[src/rtl/twos_pkg.sv]
// Shared types and constants for the serial two's-complement datapath.
// Latency: n/a (package only).
// Backpressure: n/a (package only).
package twos_pkg;

    // Serializer control states.
    typedef enum logic {
        ST_IDLE  = 1'b0,
        ST_SHIFT = 1'b1
    } state_t;

    // Word length shared by the serializer, the complementer and the
    // downstream deserializer, so every stage agrees on word boundaries.
    localparam int DEFAULT_WIDTH = 8;

endpackage : twos_pkg

[src/rtl/bit_counter.sv]
// Bit-position counter for serial word framing; flags the final bit of a word.
// Latency: count and tc are registered and update one edge after clr/en.
// Backpressure: none; the counter follows clr/en unconditionally.
//
// Ports: clk/rst (async active-high), clr (sync load zero, wins over en),
//        en (increment), cnt (current bit index), tc (cnt == WIDTH-1).
module bit_counter
    import twos_pkg::*;
#(
    parameter int WIDTH = DEFAULT_WIDTH
) (
    input  logic                       clk,
    input  logic                       rst,
    input  logic                       clr,
    input  logic                       en,
    output logic [$clog2(WIDTH)-1:0]   cnt,
    output logic                       tc
);

    localparam int CW = $clog2(WIDTH);

    logic [CW-1:0] cnt_d;
    logic [CW-1:0] cnt_q;

    // Users clear at terminal count, so the counter never has to wrap.
    always_comb begin
        cnt_d = cnt_q;
        if (clr) begin
            cnt_d = '0;
        end else if (en) begin
            cnt_d = cnt_q + CW'(1);
        end
    end

    always_ff @(posedge clk or posedge rst) begin
        if (rst) begin
            cnt_q <= '0;
        end else begin
            cnt_q <= cnt_d;
        end
    end

    assign cnt = cnt_q;
    assign tc  = (cnt_q == CW'(WIDTH - 1));

endmodule : bit_counter

[src/rtl/twos_serializer.sv]
// Parallel-to-serial front end: shifts a WIDTH-bit word out LSB first on i,
// with r marking bit 0 and last marking bit WIDTH-1.
// Latency: accept at edge k puts bit 0 on i from edge k; WIDTH cycles per word.
// Backpressure: din_ready is high in IDLE and during the last bit of a word,
// so back-to-back words stream with no gap.
//
// Ports: t_clk, rst (async active-high), din/din_valid/din_ready handshake,
//        i (serial bit), r (word start), last (final bit), busy (shifting).
module twos_serializer
    import twos_pkg::*;
#(
    parameter int WIDTH = DEFAULT_WIDTH
) (
    input  logic             t_clk,
    input  logic             rst,
    input  logic [WIDTH-1:0] din,
    input  logic             din_valid,
    output logic             din_ready,
    output logic             i,
    output logic             r,
    output logic             last,
    output logic             busy
);

    localparam int CW = $clog2(WIDTH);

    state_t           state_d;
    state_t           state_q;
    logic [WIDTH-1:0] sreg_d;
    logic [WIDTH-1:0] sreg_q;

    logic [CW-1:0]    cnt;
    logic             tc;
    logic             shifting;
    logic             accept;
    logic             cnt_clr;

    assign shifting = (state_q == ST_SHIFT);

    // Everything below is decoded from flops only; din/din_valid never
    // reach an output combinationally.
    assign din_ready = !shifting || tc;
    assign busy      = shifting;
    assign i         = shifting && sreg_q[0];
    assign r         = shifting && (cnt == '0);
    assign last      = shifting && tc;

    assign accept    = din_valid && din_ready;

    // The counter restarts from zero whether the next cycle begins a new
    // word or falls back to IDLE; in IDLE it is simply held at zero.
    assign cnt_clr   = !shifting || tc;

    bit_counter #(
        .WIDTH (WIDTH)
    ) u_cnt (
        .clk (t_clk),
        .rst (rst),
        .clr (cnt_clr),
        .en  (shifting),
        .cnt (cnt),
        .tc  (tc)
    );

    always_comb begin
        state_d = state_q;
        sreg_d  = sreg_q;
        unique case (state_q)
            ST_IDLE: begin
                if (accept) begin
                    state_d = ST_SHIFT;
                    sreg_d  = din;
                end
            end
            ST_SHIFT: begin
                if (accept) begin
                    // Only reachable on the final bit: reload in place.
                    sreg_d = din;
                end else begin
                    sreg_d = sreg_q >> 1;
                    if (tc) begin
                        state_d = ST_IDLE;
                    end
                end
            end
            default: begin
                state_d = ST_IDLE;
            end
        endcase
    end

    always_ff @(posedge t_clk or posedge rst) begin
        if (rst) begin
            state_q <= ST_IDLE;
            sreg_q  <= '0;
        end else begin
            state_q <= state_d;
            sreg_q  <= sreg_d;
        end
    end

endmodule : twos_serializer

[config.mk]
export PLATFORM = sky130hd
export DESIGN_NAME = twos_serializer
export DESIGN_NICKNAME = d
export VERILOG_FILES = /design/src/rtl/twos_pkg.sv /design/src/rtl/bit_counter.sv /design/src/rtl/twos_serializer.sv
export SDC_FILE = /design/constraint.sdc
export NUM_CORES = 1
export LEC_CHECK = 0
export CAP_MARGIN = 20
export CELL_PAD_IN_SITES_DETAIL_PLACEMENT = 1
export CELL_PAD_IN_SITES_GLOBAL_PLACEMENT = 1
export CORE_MARGIN = 1
export CORE_UTILIZATION = 33
export CTS_CLUSTER_SIZE = 12
export DETAILED_ROUTE_END_ITERATION = 16
export GPL_ROUTABILITY_DRIVEN = 0
export PLACE_DENSITY = 0.7
export SETUP_SLACK_MARGIN = 0.02
export SYNTH_ARGS = -nofsm -noshare
export SYNTH_HDL_FRONTEND = slang
export SYNTH_SLANG_ARGS = --single-unit
[constraint.sdc]
create_clock -name t_clk -period 2.6 [get_ports t_clk]
set_input_delay 0.65 -clock t_clk [delete_from_list [all_inputs] [get_ports t_clk]]
set_output_delay 0.65 -clock t_clk [all_outputs]
set_load 0.03 [all_outputs]
# == Yosys cells after proc, flatten, opt, wreduce, memory -nomap -nowiden ==
# Cells that the tools add are included.
# classes
add_sub_neg,1
n_eq_ne,2
n_mux,9
bitwise_logic,1
n_reduce_logical,8
# op_table
operator,n
2-to-1 mux 8 bit,2
one-hot mux 8 bit (2 select lines),1
2-to-1 mux 3 bit,2
logical AND 1 bit,4
adder 3 x 1 -> 3 bit (second input constant),1
== test 3 bit (second input constant),1
logical NOT 3 bit,1
2-to-1 mux 1 bit,3
inequality test 2 bit (second input constant),1
one-hot mux 1 bit (2 select lines),1
nonzero test 2 bit,1
logical NOT 1 bit,1
logical OR 1 bit,1
inverter 1 bit,1
# totals
register_bits,12
in_bits,11
out_inout_bits,5

# == Longest topological paths before layout ==
# logic_depth
depth_word,5
mapped_depth,6
depth_no_buf,5

# == Cells and area by module ==
# A second synthesis with hierarchy kept.
# hier_totals
hier_cells,64
hier_area_um2,676.9
# modules_own_cells
mod,instances,cells_each,area_per_inst_um2,seq_area_each_um2
twos_serializer,1,52,533.0,225.2
bit_counter,1,12,143.9,75.1

# == Least setup slack after synthesis ==
# Ideal clock, no wire load.
# synth_timing
kind,register to output
startpoint,reg state_q (netlist: busy)
endpoint,out r
t_arrival_ns,1.345
required_time_ns,1.950
setup_slack_ns,0.605
path_stages_with_launch,5
path_buffers,2
path_cell_list,dfrtp_1 > buf_4 > clkbuf_2 > nand2_1 > nor2_1
# synth_via
elab_chain_len,1
# synth_lines
element,line_no,source
start: declaration,twos_serializer.sv:28,state_t state_q;
start signal: assignment,twos_serializer.sv:97,state_q <= state_d;
logical AND 1 bit,twos_serializer.sv:45,assign r = shifting && (cnt == '0);
end: declaration,twos_serializer.sv:20,"output logic r,"
# No other way between the ends.

# == Worst setup path in the final report ==
# layout_timing
startpoint,reg u_cnt.cnt_q[0] (netlist: u_cnt.cnt[0])
endpoint,out din_ready
# layout_via
elab_chain_len,2
# layout_lines
element,line_no,source
start: declaration,bit_counter.sv:23,logic [CW-1:0] cnt_q;
start signal: assignment,bit_counter.sv:39,cnt_q <= cnt_d;
== test 3 bit,bit_counter.sv:44,assign tc = (cnt_q == CW'(WIDTH - 1));
logical OR 1 bit,twos_serializer.sv:42,assign din_ready = !shifting || tc;
end: declaration,twos_serializer.sv:18,"output logic din_ready,"
# No other way between the ends.

==> flow_summary.toml <==
[sta]
fin_crit_ps = 2410
slew_headroom = 0.665
hold_slack_ps = 473
drv_slew = 0
hold_viol_final = 0
finalSetupViolCount = 0
worst_pin_slew_ps = 501
timing.final.crit_share = 0.925
rsz0062_at_grt = "no"
fin_tns_setup_ps = 0
fin_skew_ps = 1.67
max_freq_mhz = 416
setup_ws_ps = 194

[setup_path]
critPathKind = "reg2out"
crit_arrival_ps = 1760
crit_required_ps = 1950
critPathCaptureType = "primary output"
startpoint_type = "flop"
worstPathMaxFanout = 7

[cts]
cts_root_buffer = "clkbuf_4"
clk_latency_ps = 270
cts_buffers = 3
clock_sink_count = 12
h-tree-depth = 1
clkSlewWorstSetupHoldPaths_ps = 70
tritoncts = "built"
cts.path.max_buffers = 2

[power_and_ir_drop]
vdd_drop_max_uv = 417
p_seq_frac = 0.397
p_sw_uw = 299
leakage_uw = 0.000436
clock_power_share = 0.146
comb_power_share = 0.457
powerDensity_nw_per_um2 = 899
p_int_uw = 473
p_sw_frac = 0.387

[status]
status = "finished clean"

[floorplan]
dieArea_sq_um = 2240
dieWidth_um = 47.4
core_area_sq_um = 1940
initial_core_util = 0.350
die_h_um = 47.4
fp-row-count = 16
io_pins = 16

[global_route]
grt_pass1_vias = 557
grt_pass1_wl_um = 2370
grt_max_degree = 15
overflow = 0
grt_usage = 0.155
antenna_found_initial = 0

[hold_path]
hp-class = "reg2reg"

[place]
io_buffers = 15
place_inst = 106
dpl.hpwl_um = 1020
place_ws_ps = 248

[cells_and_area]
final_core_util = 0.442
instances_no_fill = 109
drive_above_1_share = 0.171
final_cell_mix = "clkdlybuf4s50_1 (13), dfrtp_1 (12), mux2i_1 (8), o21ai_1 (8)"
layout_commonest_cell = "clkdlybuf4s50_1"
synthToLayoutAreaGrowth_pct = 26.3
antennaDiodeCount = 0
final_nets = 98

[yosys]
yosysTopAreaCell = "dfrtp_1"
synth_cells = 66
yosys.area.top_type_share = 0.442
synth.net_count = 80
synthTopCellsByArea = "dfrtp_1 (44%), mux2i_1 (12%), and3_2 (7.7%)"
ys_warn_count = 0
yosysUniqueCellTypes = 17
syn_area_sq_um = 679
syn_avg_cell_area_sq_um = 10.3
ys_seq_area_frac = 0.442
ys_seq_elements = 12

[routing]
via_per_inst = 4.81
drt_iter0_drc = 5
wl_per_cell_um = 12.4
ant_nets = 0
vias = 524
drt_wl_total_um = 1350
drt-pass1-iter-count = 2
drt_drc_violations_left = 0

[job]
maxCapViolCount = 0
==> cells in the mapped netlist, drive strengths merged <==
cell type / number
inv: 5
and2: 2
nand3: 1
nor2: 4
o21ai: 8
mux2i: 8
and3: 7
nand2b: 2
ha: 3
clkbuf: 1
a31oi: 7
dfrtp: 12
nand2: 2
buf: 4
==> worst max-delay path: stages, from the launching register on <==
cell and delay (ps):
dfrtp_1 400, ha_1 210, ha_1 240, nand2b_1 240, dlygate4sd2_1 390
==> registers in the layout, indices dropped and copies added, names as in the netlist <==
| register | flops |
|---|---|
| u_cnt.cnt | 3 |
| busy | 1 |
| sreg_q | 8 |
==> routing by layer <==
metal  up-vias  global-route usage  wire length [um]
li1        260                   -                 -
met1       250               0.185               645
met2        10               0.258               633
met3         4              0.0346                46
met4         0              0.0857                23
met5         -                   0                 0
==> path summary, 6_finish.rpt <==
kind                              start           end  slack, ps  depth (start not counted)
hold reg to reg            u_cnt.cnt[0]  u_cnt.cnt[0]        470                          1
setup reg to reg           u_cnt.cnt[0]     sreg_q[5]       1080                          6
min in group asynchronous           rst     sreg_q[6]        680                          2
hold / removal             u_cnt.cnt[0]  u_cnt.cnt[0]        470                          1
setup / recovery           u_cnt.cnt[0]     din_ready        190                          4
max in group asynchronous           rst     sreg_q[0]       1610                          2
==> cell type report <==
type / count / area, sq um
clock buffer: 3 / 22.5
fill: 228 / 1080
inverter: 5 / 18.8
multi-input combinational: 44 / 309
sequential: 12 / 300
tap: 27 / 33.8
timing repair buffer: 18 / 174
==> power by group through the flow <==
stage               Clock [uW]  Sequential [uW]  Combinational, uW
floorplan                    0              301                253
global placement             0              308                359
detailed placement           0              311                365
CTS                        119              307                361
global route               124              316                405
finish                     113              306                353
==> kinds of logic after synthesis <==
logic type / synth area share
AND/OR/NAND/NOR: 0.158
AO/OA/AOI/OAI: 0.123
flip-flops: 0.442
buffers and inverters: 0.103
multiplexers: 0.118
adder cells (fa/ha/maj): 0.0553
==> stage by stage <==
stage,area (sq um),total power [uW]
final,858,772
after global routing,858,845
after global placement,835,666
after floorplan,679,554
after CTS,856,788
after detailed placement,835,677
==> timing repair <==
action | 4_1_cts | 5_1_grt
setup buffers | 0 | 0
endpoints found under the hold margin | 0 | 0
hold buffers | 0 | 0
endpoints found under the setup margin | 1 | 1
gates resized for setup | 1 | 1
Note: power is estimated with default switching activity, not from simulation.
